`config.mk`:
```
export PLATFORM = sky130hd
export DESIGN_NAME = piso_serializer_flat
export DESIGN_NICKNAME = d
export VERILOG_FILES = /design/src/rtl/piso_pkg.sv /design/src/rtl/piso_serializer_if.sv /design/src/rtl/piso_hold_buf.sv /design/src/rtl/piso_serializer.sv /design/src/flat_wrapper.sv
export SDC_FILE = /design/constraint.sdc
export NUM_CORES = 1
export LEC_CHECK = 0
export CAP_MARGIN = 20
export CORE_UTILIZATION = 35
export DETAILED_ROUTE_END_ITERATION = 12
export SETUP_SLACK_MARGIN = 0.15
export SLEW_MARGIN = 20
export SYNTH_ARGS = -nofsm -noshare
export SYNTH_HDL_FRONTEND = slang
export SYNTH_HIERARCHICAL = 1
export SYNTH_SLANG_ARGS = --single-unit
```
`constraint.sdc`:
```
create_clock -name clk -period 3.4 [get_ports clk]
set_input_delay 0.68 -clock clk [delete_from_list [all_inputs] [get_ports clk]]
set_output_delay 0.68 -clock clk [all_outputs]
set_load 0.03 [all_outputs]
```
`src/rtl/piso_pkg.sv`:
```
// Shared types and helpers for the PISO serializer.
package piso_pkg;

    typedef enum logic [1:0] {
        IDLE,
        SHIFT,
        PARITY
    } piso_state_t;

    // Width of the bit counter; it must be able to represent 0..N.
    function automatic int piso_cnt_w(input int n);
        return $clog2(n + 1);
    endfunction

endpackage

```
`src/rtl/piso_serializer_if.sv`:
```
// Word handshake and serial output bundle of the PISO serializer.
interface piso_serializer_if #(
    parameter int N = 8
);

    logic [N-1:0] in_data;
    logic         in_valid;
    logic         in_ready;
    logic         serial_out;
    logic         bit_valid;
    logic         last_bit;
    logic         busy;

    // master: upstream word source that also observes the serial side.
    modport master (
        output in_data, in_valid,
        input  in_ready, serial_out, bit_valid, last_bit, busy
    );

    // slave: the serializer itself.
    modport slave (
        input  in_data, in_valid,
        output in_ready, serial_out, bit_valid, last_bit, busy
    );

endinterface

```
`src/rtl/piso_hold_buf.sv`:
```
// One-entry holding register that parks the next word while the current one shifts.
module piso_hold_buf #(
    parameter int N = 8
) (
    input  logic         clk,
    input  logic         rst,
    input  logic         wr_en,
    input  logic         rd_en,
    input  logic [N-1:0] wr_data,
    output logic [N-1:0] data,
    output logic         hvalid
);

    // NOTE: the data register is deliberately not reset; hvalid alone says whether it is meaningful.
    always_ff @(posedge clk) begin
        if (wr_en) begin
            data <= wr_data;
        end
    end

    // Writes only happen while empty and reads only while full, so they never collide.
    always_ff @(posedge clk) begin
        if (rst) begin
            hvalid <= 1'b0;
        end else if (wr_en) begin
            hvalid <= 1'b1;
        end else if (rd_en) begin
            hvalid <= 1'b0;
        end
    end

endmodule

```
`src/rtl/piso_serializer.sv`:
```
// Parallel-in/serial-out transmitter, LSB first, gapless back-to-back frames.
// Define PISO_PARITY_EN to append an even-parity bit to every frame.
module piso_serializer
    import piso_pkg::*;
#(
    parameter int N = 8
) (
    input  logic               clk,
    input  logic               rst,
    piso_serializer_if.slave   bus
);

    localparam int             CW       = piso_cnt_w(N);
    localparam logic [CW-1:0]  CNT_LAST = CW'(N - 1);

    piso_state_t   state_q, state_d;
    logic [N-1:0]  sreg_q, sreg_d;
    logic [CW-1:0] cnt_q, cnt_d;
`ifdef PISO_PARITY_EN
    logic          par_q, par_d;
`endif

    logic [N-1:0]  hb_data;
    logic          hvalid;
    logic          hb_wr;
    logic          hb_rd;
    logic          accept;
    logic          eof;
    logic          load;
    logic [N-1:0]  load_word;

    assign accept = bus.in_valid && bus.in_ready;

    piso_hold_buf #(.N(N)) u_hold_buf (
        .clk     (clk),
        .rst     (rst),
        .wr_en   (hb_wr),
        .rd_en   (hb_rd),
        .wr_data (bus.in_data),
        .data    (hb_data),
        .hvalid  (hvalid)
    );

    // NOTE: every signal gets a default before the case so no path leaves one unassigned (no latches).
    always_comb begin
        state_d   = state_q;
        sreg_d    = sreg_q;
        cnt_d     = cnt_q;
        hb_wr     = 1'b0;
        hb_rd     = 1'b0;
        eof       = 1'b0;
        load      = 1'b0;
        load_word = bus.in_data;

        case (state_q)
            IDLE: begin
                load = accept;
            end
            SHIFT: begin
                sreg_d = {1'b0, sreg_q[N-1:1]};
                cnt_d  = cnt_q + CW'(1);
                if (cnt_q == CNT_LAST) begin
`ifdef PISO_PARITY_EN
                    state_d = PARITY;
                    hb_wr   = accept;
`else
                    eof     = 1'b1;
`endif
                end else begin
                    hb_wr = accept;
                end
            end
`ifdef PISO_PARITY_EN
            PARITY: begin
                eof = 1'b1;
            end
`endif
            default: begin
                state_d = IDLE;
            end
        endcase

        // End of frame: the held word wins, then a word arriving now, else go idle.
        if (eof) begin
            if (hvalid) begin
                load      = 1'b1;
                load_word = hb_data;
                hb_rd     = 1'b1;
            end else if (accept) begin
                load = 1'b1;
            end else begin
                state_d = IDLE;
            end
        end

        if (load) begin
            sreg_d  = load_word;
            cnt_d   = '0;
            state_d = SHIFT;
        end
    end

`ifdef PISO_PARITY_EN
    assign par_d = load ? ^load_word : par_q;
`endif

    // NOTE: sequential state uses non-blocking assignments so every register samples pre-edge values.
    always_ff @(posedge clk) begin
        if (rst) begin
            state_q <= IDLE;
            sreg_q  <= '0;
            cnt_q   <= '0;
`ifdef PISO_PARITY_EN
            par_q   <= 1'b0;
`endif
        end else begin
            state_q <= state_d;
            sreg_q  <= sreg_d;
            cnt_q   <= cnt_d;
`ifdef PISO_PARITY_EN
            par_q   <= par_d;
`endif
        end
    end

    assign bus.in_ready  = !hvalid && !rst;
    assign bus.bit_valid = (state_q != IDLE);
    assign bus.busy      = (state_q != IDLE) || hvalid;

`ifdef PISO_PARITY_EN
    assign bus.serial_out = ((state_q == SHIFT) && sreg_q[0]) || ((state_q == PARITY) && par_q);
    assign bus.last_bit   = (state_q == PARITY);
`else
    assign bus.serial_out = (state_q == SHIFT) && sreg_q[0];
    assign bus.last_bit   = (state_q == SHIFT) && (cnt_q == CNT_LAST);
`endif

endmodule

```
`src/flat_wrapper.sv`:
```
// flat-port wrapper written by rule: the top's interface ports become plain ports
module piso_serializer_flat import piso_pkg::*;
#(
    parameter int N = 8
)
  (clk, rst, bus_in_data, bus_in_valid, bus_in_ready, bus_serial_out, bus_bit_valid, bus_last_bit, bus_busy);
  piso_serializer_if #(.N(N)) bus_i ();
  input  logic clk;
  input  logic rst;
  input wire logic [$bits(bus_i.in_data)-1:0] bus_in_data;
  input wire logic [$bits(bus_i.in_valid)-1:0] bus_in_valid;
  output wire logic [$bits(bus_i.in_ready)-1:0] bus_in_ready;
  output wire logic [$bits(bus_i.serial_out)-1:0] bus_serial_out;
  output wire logic [$bits(bus_i.bit_valid)-1:0] bus_bit_valid;
  output wire logic [$bits(bus_i.last_bit)-1:0] bus_last_bit;
  output wire logic [$bits(bus_i.busy)-1:0] bus_busy;
  assign bus_i.in_data = bus_in_data;
  assign bus_i.in_valid = bus_in_valid;
  assign bus_in_ready = bus_i.in_ready;
  assign bus_serial_out = bus_i.serial_out;
  assign bus_bit_valid = bus_i.bit_valid;
  assign bus_last_bit = bus_i.last_bit;
  assign bus_busy = bus_i.busy;
  piso_serializer #(.N(N)) u_core (.clk(clk), .rst(rst), .bus(bus_i));
endmodule
```
==> metrics.md, run 1 <==
| Metric | Value |
|---|---|
| Critical path required time | `around 2700 ps` |
| Tmin final | `2670 ps` |
| Unrepaired setup endpoints after global routing | `false` |
| Final core occ | `0.450` |
| Area share of xor/xnor cells in the synthesized design | `0.0239` |
| Switching power | `between 0.1 and 0.15 mW` |
| Post-route ant nets | `0` |
| Fin. Hold Viols | `0` |
| Pins over their slew limit | `0` |
| P per Cell Area | `approximately 370 nW/um2` |
| Nets | `~130` |
| GPL Wtd Cong | `between 0.7 and 0.8` |
| Worst hold path class | `reg -> reg` |
| Design area | `about 1300 um2` |
| Final wirelength | `between 1.5 and 2 mm` |
| Period utilization | `0.786` |
| Max Root-Sink Buffers | `2` |
| Post-place setup slack | `~840 ps` |
| WL/cell | `between 10 and 15 um` |
| TNS Setup | `0 ps` |
| Sequential share of the synthesized area | `0.493` |
| Synthesis-to-layout area growth | `17.0%` |
| Dpl hpwl | `approximately 1.4 mm` |
| Post-synthesis compound-gate area fraction | `0.174` |
| Syn nets | `between 100 and 150` |
| Max stage delay on crit path | `between 600 and 700 ps` |
| Die area | `about 3400 um2` |
| FILL cells | `between 200 and 300` |
| Worst Path Buf+Inv | `1` |
| FF-to-FF Start | `u_core/state_q[0]` |
| 1st-iter DRT viols | `12` |
| Pint | `roughly 0.37 mW` |
| Row cnt | `19` |
| Diodes inserted | `0` |
| Critical path's top delay family | `buffers and inverters` |
| CTS tree | `done` |
| Largest net degree at the start of global routing | `17` |
| Share of cells above drive strength 1 | `0.115` |
| Inserted Clock Buffers | `3` |
| CP Launch Type | `register` |
| Count of buffers from port buffering | `15` |
| Clock sinks | `23` |
| Max-cap violations | `0` |
| CP max-delay cell | `clkdlybuf4s50_1` |
| Worst R2R Path Depth | `4` |
| CP Cell Sequence | `and2b_1 -> and2_1 -> clkdlybuf4s50_1` |
| Final Skew | `roughly 4.7 ps` |
| Post-DR vias/cell | `between 5 and 6` |
| Clk pwr share | `0.256` |
| Chip Width | `about 58 um` |
| First-pass GRT wire length | `between 3 and 4 mm` |
| Die Height | `a little under 60 um` |
| Worst VDD drop | `0.192 mV` |
| Hold Crit Endpoint | `u_core/cnt_q[1]` |
| Cell Area, Synth | `1100 um2` |
| Multiplexer share of the synthesized area | `0.0730` |
| IO Pins | `16` |
| Post-CTS Setup Inserts | `0` |
| Ys Warns | `6` |
| Critical path data arrival time | `a little under 2000 ps` |
| Final Total Pwr | `around 0.48 mW` |
| Most frequent cells in the layout | `15 x clkdlybuf4s50_1, 15 x dfxtp_1, 14 x a211oi_1` |
| CORE AREA | `between 2000 and 3000 um2` |
| CTS Root Cell | `clkbuf_4` |
| Worst hold stages | `2` |
| FF+latch count, synth | `23` |
| Final setup viols | `0` |
| Flop pwr share | `0.621` |
| Synth unique cells | `33` |
| Initial Utilization | `0.385` |
| 1st-pass router iterations | `4` |
| Switching share of total power | `0.232` |
| DRC viols | `0` |
| Fmax | `374 MHz` |
| Worst Path Max Fanout | `12` |
| Worst-path clk slew | `between 100 and 150 ps` |
| Setup Crit Path Kind | `reg -> out` |
| Logic pwr share | `0.122` |
| Worst-Skew Late Latency | `just over 300 ps` |
| Avg Inst Size Synth | `around 11 um2` |
| Total GRT Usage | `0.132` |
| H-tree levels | `1` |
| Post-cts resize count | `0` |
| Syn Inst Count | `between 90 and 100` |
| Gr ovfl total | `0` |
| Worst setup EP type | `output pin` |
| P_leak | `between 0.4 and 0.5 nW` |
| Simple-gate share of the synthesized area | `0.173` |
| R2R Setup Slk | `1720 ps` |
| Synth Area in Adders | `0.0114` |
| Outcome | `complete, no violations` |
| Reg-to-Reg End | `u_core/sreg_q[5]` |
| Placed inst area | `~1300 um2` |
| Hold_sp | `u_core/cnt_q[1]` |
| Initial antenna violation count | `0` |
| Largest family of logic cells by synthesized area | `compound AO/OA/AOI/OAI gates` |
| Vias | `750` |
| Number of hold buffers added after cts | `0` |
| Final worst slack | `just over 700 ps` |
| Vias in the first global route | `760` |
==> cell usage after synthesis, drive strengths merged <==
cell type | n | area (um2)
nor4 | 1 | 6.26
nor2b | 1 | 6.26
or3 | 1 | 6.26
and3 | 1 | 11.3
a21boi | 1 | 7.51
and2 | 11 | 68.8
nand3b | 1 | 7.51
inv | 2 | 7.51
nand4 | 1 | 6.26
buf | 5 | 45.0
and3b | 1 | 8.76
nand2 | 3 | 11.3
o21ba | 1 | 10.0
ha | 1 | 12.5
a211oi | 16 | 130
o221a | 1 | 20.0
and2b | 1 | 7.51
nor2 | 4 | 15.0
edfxtp | 8 | 240
o21ai | 2 | 10.0
mux2i | 8 | 80.1
xnor2 | 3 | 26.3
conb | 1 | 3.75
or2 | 1 | 6.26
dfxtp | 15 | 300
a21oi | 2 | 13.8
and4b | 1 | 10.0
nand2b | 3 | 18.8
==> stage by stage <==
step	std cells	hold slack [ps]
finish	144	498
global route	144	542
floorplan	97	460
global placement	140	471
detailed placement	140	489
CTS	144	506
==> area by class of cell <==
type	instances	area (um2)	share of cell area
clock buffers	3	22.5	0.0175
clock inverters	1	5.00	0.00390
inverters	2	7.51	0.00585
multi-input cells	67	504	0.393
flip-flops and latches	23	541	0.421
well taps	31	38.8	0.0302
repair buffers	17	165	0.129
==> routing by layer <==
metal / GRT usage / wire [um]
met1: 0.155 / 822
met2: 0.222 / 937
met5: 0 / 0
met4: 0.0476 / 10
met3: 0.0469 / 80
==> worst min-delay path: stages (launching register included) <==
cell      delay [ps]
dfxtp_1          340
nand2_1           50
a21boi_0          70
==> flip-flops by register name, indices dropped and copies added, names as in the netlist <==
name / flops
u_core/state_q: 2
u_core/u_hold_buf/data: 8
u_core/sreg_q: 8
u_core/cnt_q: 4
u_core/u_hold_buf/hvalid: 1
==> cells by family (layout without fill, tap and decap cells) <==
logic type                 count (synthesis)  after routing
buffers and inverters                      7             23
AOI/OAI and AO/OA                         23             23
xor gates and xnor gates                   3              3
and+or+nand+nor                           31             31
adders and majority gates                  1              1
other                                      1              1
DFF                                       23             23
muxes                                      8              8
==> power by group through the flow <==
stage                     Sequential [mW]  Clock (mW)  Combinational [mW]
final                               0.298       0.123              0.0587
after global routing                0.299       0.145              0.0654
after CTS                           0.298       0.130              0.0594
after detailed placement            0.304           0              0.0592
after global placement              0.303           0              0.0586
after floorplan                     0.303           0              0.0366
==> how the worst max path moves through the flow <==
stage	startpoint	to	slack, ps	cells past startpoint
floorplan	rst	u_core/u_hold_buf/data[0]	1330	1
global placement	rst	bus_in_ready	840	3
detailed placement	rst	bus_in_ready	840	3
CTS	u_core/state_q[0]	bus_serial_out	690	3
global route	u_core/state_q[0]	bus_serial_out	610	3
finish	u_core/state_q[0]	bus_serial_out	730	3
(Power assumes the default switching activity.)
==> run 2: changes to the inputs <==
clock period = 2.3 ns   (was 3.4 ns; I/O delays follow)
==> run 2 against run 1 <==
Wire length increased by 2.6%; core utilization increased by 0.44 points; clock power increased by 50%; non-clock buffer count increased by 2; via count increased by 0.53%; power increased by 49%; first-iteration DRC count increased by 130%; count of clock-buffer cells in the layout unchanged.
==> metrics.md, run 2 (same netlist as run 1, synthesis figures left out) <==
| Metric | Value |
|---|---|
| Outcome | `complete, no violations` |
| FF-to-FF Start | `u_core/cnt_q[0]` |
| Final Skew | `5.51 ps (+0.838 ps)` |
| DRC viols | `0 (unchanged)` |
| R2R Setup Slk | `730 ps (-990 ps)` |
| 1st-pass router iterations | `4 (unchanged)` |
| Row cnt | `19 (unchanged)` |
| Pins over their slew limit | `0 (unchanged)` |
| Reg-to-Reg End | `u_core/sreg_q[6]` |
| Die Height | `58.0 um (unchanged)` |
| Switching share of total power | `0.237 (+0.00406)` |
| Worst R2R Path Depth | `5 (+1)` |
| Dpl hpwl | `1.37 mm (+1.2%)` |
| Flop pwr share | `0.618 (-0.003)` |
| Final setup viols | `0 (unchanged)` |
| Chip Width | `58.0 um (unchanged)` |
| Final core occ | `0.454 (+0.00439)` |
| Final wirelength | `1.90 mm (+2.6%)` |
| Commonest non-fill, non-tap cell in the layout | `dfxtp_1` |
| Most frequent cells in the layout | `15 x dfxtp_1, 14 x a211oi_1, 11 x clkdlybuf4s50_1, 11 x and2_1` |
| Clock sinks | `23 (unchanged)` |
| Initial antenna violation count | `0 (unchanged)` |
| Worst-path clk slew | `130 ps (about the same)` |
| Worst hold path class | `reg -> reg` |
| Post-route ant nets | `0 (unchanged)` |
| First-pass GRT wire length | `3.38 mm (+0.63%)` |
| 1st-iter DRT viols | `28 (+16)` |
| Synthesis-to-layout area growth | `18.1%` |
| IO Pins | `16 (unchanged)` |
| Hold_sp | `u_core/cnt_q[1]` |
| H-tree levels | `1 (unchanged)` |
| P per Cell Area | `550 nW/um2 (+47%)` |
| Post-DR vias/cell | `5.16 (-0.84%)` |
| Unrepaired setup endpoints after global routing | `false` |
| Vias in the first global route | `788 (+3.7%)` |
| Die area | `3360 um2 (unchanged)` |
| Diodes inserted | `0 (unchanged)` |
| Worst setup EP type | `output pin` |
| CP Launch Type | `register` |
| Pint | `0.544 mW (+48%)` |
| CTS Root Cell | `clkbuf_4` |
| Placed insts | `142 (+1.4%)` |
| CORE AREA | `2850 um2 (unchanged)` |
| Count of buffers from port buffering | `15 (unchanged)` |
| Largest net degree at the start of global routing | `17 (unchanged)` |
| Logic pwr share | `0.123 (about the same)` |
| GPL Wtd Cong | `0.719 (-1.2%)` |
| Critical path data arrival time | `1580 ps (-410 ps)` |
| P_leak | `0.457 nW (+6.5%)` |
| Worst-Skew Late Latency | `310 ps (about the same)` |
| Largest regs | `u_core/sreg_q x8, u_core/u_hold_buf/data x8, u_core/cnt_q x4` |
| Worst Path Max Fanout | `7 (-5)` |
| Nets | `128 (+1.6%)` |
| CTS tree | `done` |
| Vias | `754 (+0.53%)` |
| Period utilization | `0.887` |
| Setup Crit Path Kind | `reg -> out` |
| Worst VDD drop | `0.431 mV (+120%)` |
| Share of cells above drive strength 1 | `0.139 (+0.0241)` |
| Tmin final | `just over 2000 ps` |
| Fmax | `around 500 MHz` |
| Fin. Hold Viols | `0 (unchanged)` |
| Inserted Clock Buffers | `3 (unchanged)` |
| Clk pwr share | `0.259 (+0.003)` |
| TNS Setup | `0 ps (unchanged)` |
| Max-cap violations | `0 (unchanged)` |
| Gr ovfl total | `0 (unchanged)` |
| Switching power | `0.169 mW (+51%)` |
| Final Non-Filler Cells | `146 (+1.4%)` |
| Total GRT Usage | `0.135 (+0.00282)` |
| Hold Crit Endpoint | `u_core/cnt_q[1]` |
| Worst hold stages | `2 (unchanged)` |
| Critical path required time | `1840 ps (-880 ps)` |
| WL/cell | `13.0 um (+1.2%)` |
| Initial Utilization | `0.385 (unchanged)` |
| Number of hold buffers added after cts | `0 (unchanged)` |
| Max Root-Sink Buffers | `2 (unchanged)` |
==> run 2: cell types whose count changed in the layout (fill, tap and decap cells not counted), sizes merged <==
cell,before,now
clkdlybuf4s50,15,11
dlymetal6s2s,0,1
dlygate4sd2,0,2
buf,2,5
==> run 2: how the worst max path moves through the flow <==
stage | endpoint | slack [ps] | cells after the start | from
5_1_grt | bus_last_bit | 190 | 4 | u_core/cnt_q[1]
6_report | bus_bit_valid | 260 | 2 | u_core/state_q[0]
2_1_floorplan | u_core/u_hold_buf/data[0] | 250 | 3 | u_core/cnt_q[0]
3_3_place_gp | bus_in_ready | 410 | 4 | rst
4_1_cts | bus_busy | 170 | 2 | u_core/state_q[1]
3_5_place_dp | bus_last_bit | 380 | 4 | u_core/cnt_q[0]
==> run 2: critical path, cell delays in order (launching register included) <==
cell and delay, ps:
dfxtp_1 390, or2_2 290, clkdlybuf4s50_1 600
==> run 2: layout make-up <==
| class | instances | area (um2) |
|---|---|---|
| clock buffer | 3 | 22.5 |
| tap | 31 | 38.8 |
| timing repair buffer | 19 | 178 |
| multi-input combinational | 67 | 504 |
| sequential | 23 | 541 |
| clock inverter | 1 | 5.00 |
| inverter | 2 | 7.51 |
| fill | 282 | 1560 |
==> run 2: metal layers <==
metal | vias up | GRT usage | wire [um] | part of all wire
met3 | 2 | 0.0469 | 71 | 0.037
met4 | 0 | 0.0306 | 17 | 0.0090
met2 | 11 | 0.256 | 895 | 0.47
met1 | 348 | 0.141 | 914 | 0.48
li1 | 393 | - | - | -
met5 | - | 0 | 0 | 0
==> run 2: stage by stage <==
step           cell area, um2  hold slack (ps)  setup slack [ps]  total power, mW
6_report                 1300              504               260            0.713
3_3_place_gp             1270              475               414            0.537
2_1_floorplan            1100              460               247            0.501
5_1_grt                  1300              550               190            0.750
3_5_place_dp             1270              492               385            0.539
4_1_cts                  1290              509               175            0.722
==> run 2: power by group through the flow <==
stage	Clock (mW)	Sequential, mW	Combinational [mW]
final	0.185	0.440	0.0878
after global routing	0.211	0.442	0.0974
after CTS	0.192	0.440	0.0896
after detailed placement	0	0.449	0.0892
after floorplan	0	0.447	0.0541
after global placement	0	0.449	0.0877
==> run 2: repair_timing <==
| action | 4_1_cts | 5_1_grt |
|---|---|---|
| setup endpoints to repair | 2 | 1 |
| resized for setup | 2 | 1 |
| buffers inserted | 0 | 0 |
==> run 3: changes to the inputs <==
CORE_MARGIN = 3   (was unset)
==> run 3 against run 2 <==
First-iteration DRC count decreased by 29%; critical path type unchanged; global-route usage is 1.0 points lower; combinational power is 0.7% higher; highest routed layer unchanged; clock power grew 4%; core utilization up 0.23 points; sequential share of layout area shrank 0.46 points; setup slack got worse by 2.6 ps; non-clock buffer count unchanged; count of clock-buffer cells in the layout did not move; clock skew is 3.7 ps lower.
==> metrics.md, run 3 (same netlist as run 1, synthesis figures left out) <==
| Metric | Value |
|---|---|
| Outcome | `complete, no violations` |
| Worst Path Buf+Inv | `1 (unchanged)` |
| Final worst slack | `257 ps (-2.65 ps)` |
| Design area | `1310 um2 (+1.4%)` |
| H-tree levels | `1 (unchanged)` |
| Final setup viols | `0 (unchanged)` |
| Inserted Clock Buffers | `3 (unchanged)` |
| Die Height | `62.0 um (+6.9%)` |
| Unrepaired setup endpoints after global routing | `false` |
| Worst-Skew Late Latency | `310 ps (about the same)` |
| Die area | `3840 um2 (+14%)` |
| Fin. Hold Viols | `0 (unchanged)` |
| First-pass GRT wire length | `3.41 mm (+0.80%)` |
| Total GRT Usage | `0.124 (-0.0101)` |
| Post-route ant nets | `0 (unchanged)` |
| Max Root-Sink Buffers | `2 (unchanged)` |
| Worst hold path class | `reg -> reg` |
| IO Pins | `16 (unchanged)` |
| Vias in the first global route | `730 (-7.4%)` |
| Setup Crit Path Kind | `reg -> out` |
| CORE AREA | `2880 um2 (+0.83%)` |
| P_leak | `0.453 nW (-0.71%)` |
| DRC viols | `0 (unchanged)` |
| Critical path data arrival time | `1580 ps (about the same)` |
| CP max-delay cell | `clkdlybuf4s50_1` |
| Worst-path clk slew | `130 ps (about the same)` |
| Count of buffers from port buffering | `15 (unchanged)` |
| Final wirelength | `2.00 mm (+5.5%)` |
| CTS tree | `done` |
| Diodes inserted | `0 (unchanged)` |
| Most frequent cells in the layout | `14 x a211oi_1, 14 x dfxtp_1, 11 x clkdlybuf4s50_1, 11 x and2_1` |
| Dpl hpwl | `1.49 mm (+9.3%)` |
| Worst setup EP type | `output pin` |
| Initial antenna violation count | `0 (unchanged)` |
| Row cnt | `19 (unchanged)` |
| Tmin final | `2040 ps (+2.65 ps)` |
| Max-cap violations | `0 (unchanged)` |
| Fmax | `489 MHz (-0.13%)` |
| 1st-pass router iterations | `4 (unchanged)` |
| CP Launch Type | `register` |
| Critical path required time | `1840 ps (about the same)` |
| Chip Width | `62.0 um (+6.9%)` |
| Gr ovfl total | `0 (unchanged)` |
| Final Skew | `1.85 ps (-3.65 ps)` |
| WL/cell | `12.8 um (-1.9%)` |
| CP Cell Sequence | `or2_2 -> clkdlybuf4s50_1` |
| Share of cells above drive strength 1 | `0.148 (+0.00870)` |
| CTS Root Cell | `clkbuf_4` |
| Vias | `750 (-0.53%)` |
| Largest regs | `u_core/sreg_q x8, u_core/u_hold_buf/data x8, u_core/cnt_q x4` |
| GPL Wtd Cong | `0.738 (+2.6%)` |
| FILL cells | `280 (-0.71%)` |
| Max stage delay on crit path | `590 ps (about the same)` |
| Clock sinks | `23 (unchanged)` |
| Worst VDD drop | `0.386 mV (-10%)` |
| Largest net degree at the start of global routing | `17 (unchanged)` |
| Period utilization | `0.888 (+0.00115)` |
| Placed inst area | `1280 um2 (+1.1%)` |
| Pins over their slew limit | `0 (unchanged)` |
| P per Cell Area | `548 nW/um2 (-0.25%)` |
| Critical path's top delay family | `buffers and inverters` |
| Number of hold buffers added after cts | `0 (unchanged)` |
| 1st-iter DRT viols | `20 (-29%)` |
| Nets | `128 (unchanged)` |
| Initial Utilization | `0.381 (-0.00318)` |
| Post-place setup slack | `394 ps (+9.65 ps)` |
| TNS Setup | `0 ps (unchanged)` |
| Synthesis-to-layout area growth | `19.7%` |
| Post-CTS Setup Inserts | `0 (unchanged)` |
| Worst Path Max Fanout | `6 (-1)` |
| Post-DR vias/cell | `4.78 (-7.5%)` |
| Post-cts resize count | `2 (unchanged)` |
==> run 3: power breakdown <==
part | switching [mW] | leakage (nW) | total, mW | internal (mW)
logic | 0.0416 | 0.244 | 0.0884 | 0.0468
clock network | 0.125 | 0.0139 | 0.192 | 0.0663
registers | 0.00799 | 0.195 | 0.441 | 0.433
total | 0.175 | 0.453 | 0.721 | 0.546
==> run 3: tightest hold or removal path, delay by kind of cell (launching register included) <==
kind / cells / cell delay (ps)
flip-flops: 1 / 360
AND/OR/NAND/NOR: 1 / 60
AO/OA/AOI/OAI: 1 / 70
==> run 3: per-stage QoR <==
step,util,total power [mW],std cells,hold WS (ps)
after floorplan,-,0.501,97,460
after global placement,0.446,0.537,153,470
after detailed placement,0.446,0.540,153,500
after CTS,0.455,0.736,157,517
after global routing,0.457,0.760,157,548
final,0.457,0.721,157,510
==> run 3: metal layers <==
metal / global-route usage / share of wire / up-vias
met5: 0 / 0 / -
met4: 0.0364 / 0.0085 / 0
met1: 0.150 / 0.46 / 344
li1: - / - / 395
met2: 0.209 / 0.50 / 9
met3: 0.0434 / 0.034 / 2
==> run 3: cell type report <==
type,instances,area (um2),share of cell area
well taps,42,52.6,0.0400
clock inverters,1,7.51,0.00571
flip-flops and latches,23,542,0.412
clock buffers,3,22.5,0.0171
multi-input cells,67,504,0.384
repair buffers,19,178,0.135
inverters,2,7.51,0.00571
==> run 3: path summary, 6_finish.rpt <==
check               startpoint               end  slack [ps]  cells past startpoint
max          u_core/state_q[1]     bus_bit_valid         260                      2
max reg2reg    u_core/cnt_q[0]  u_core/sreg_q[2]         720                      5
min            u_core/cnt_q[1]   u_core/cnt_q[1]         510                      2
min reg2reg    u_core/cnt_q[1]   u_core/cnt_q[1]         510                      2
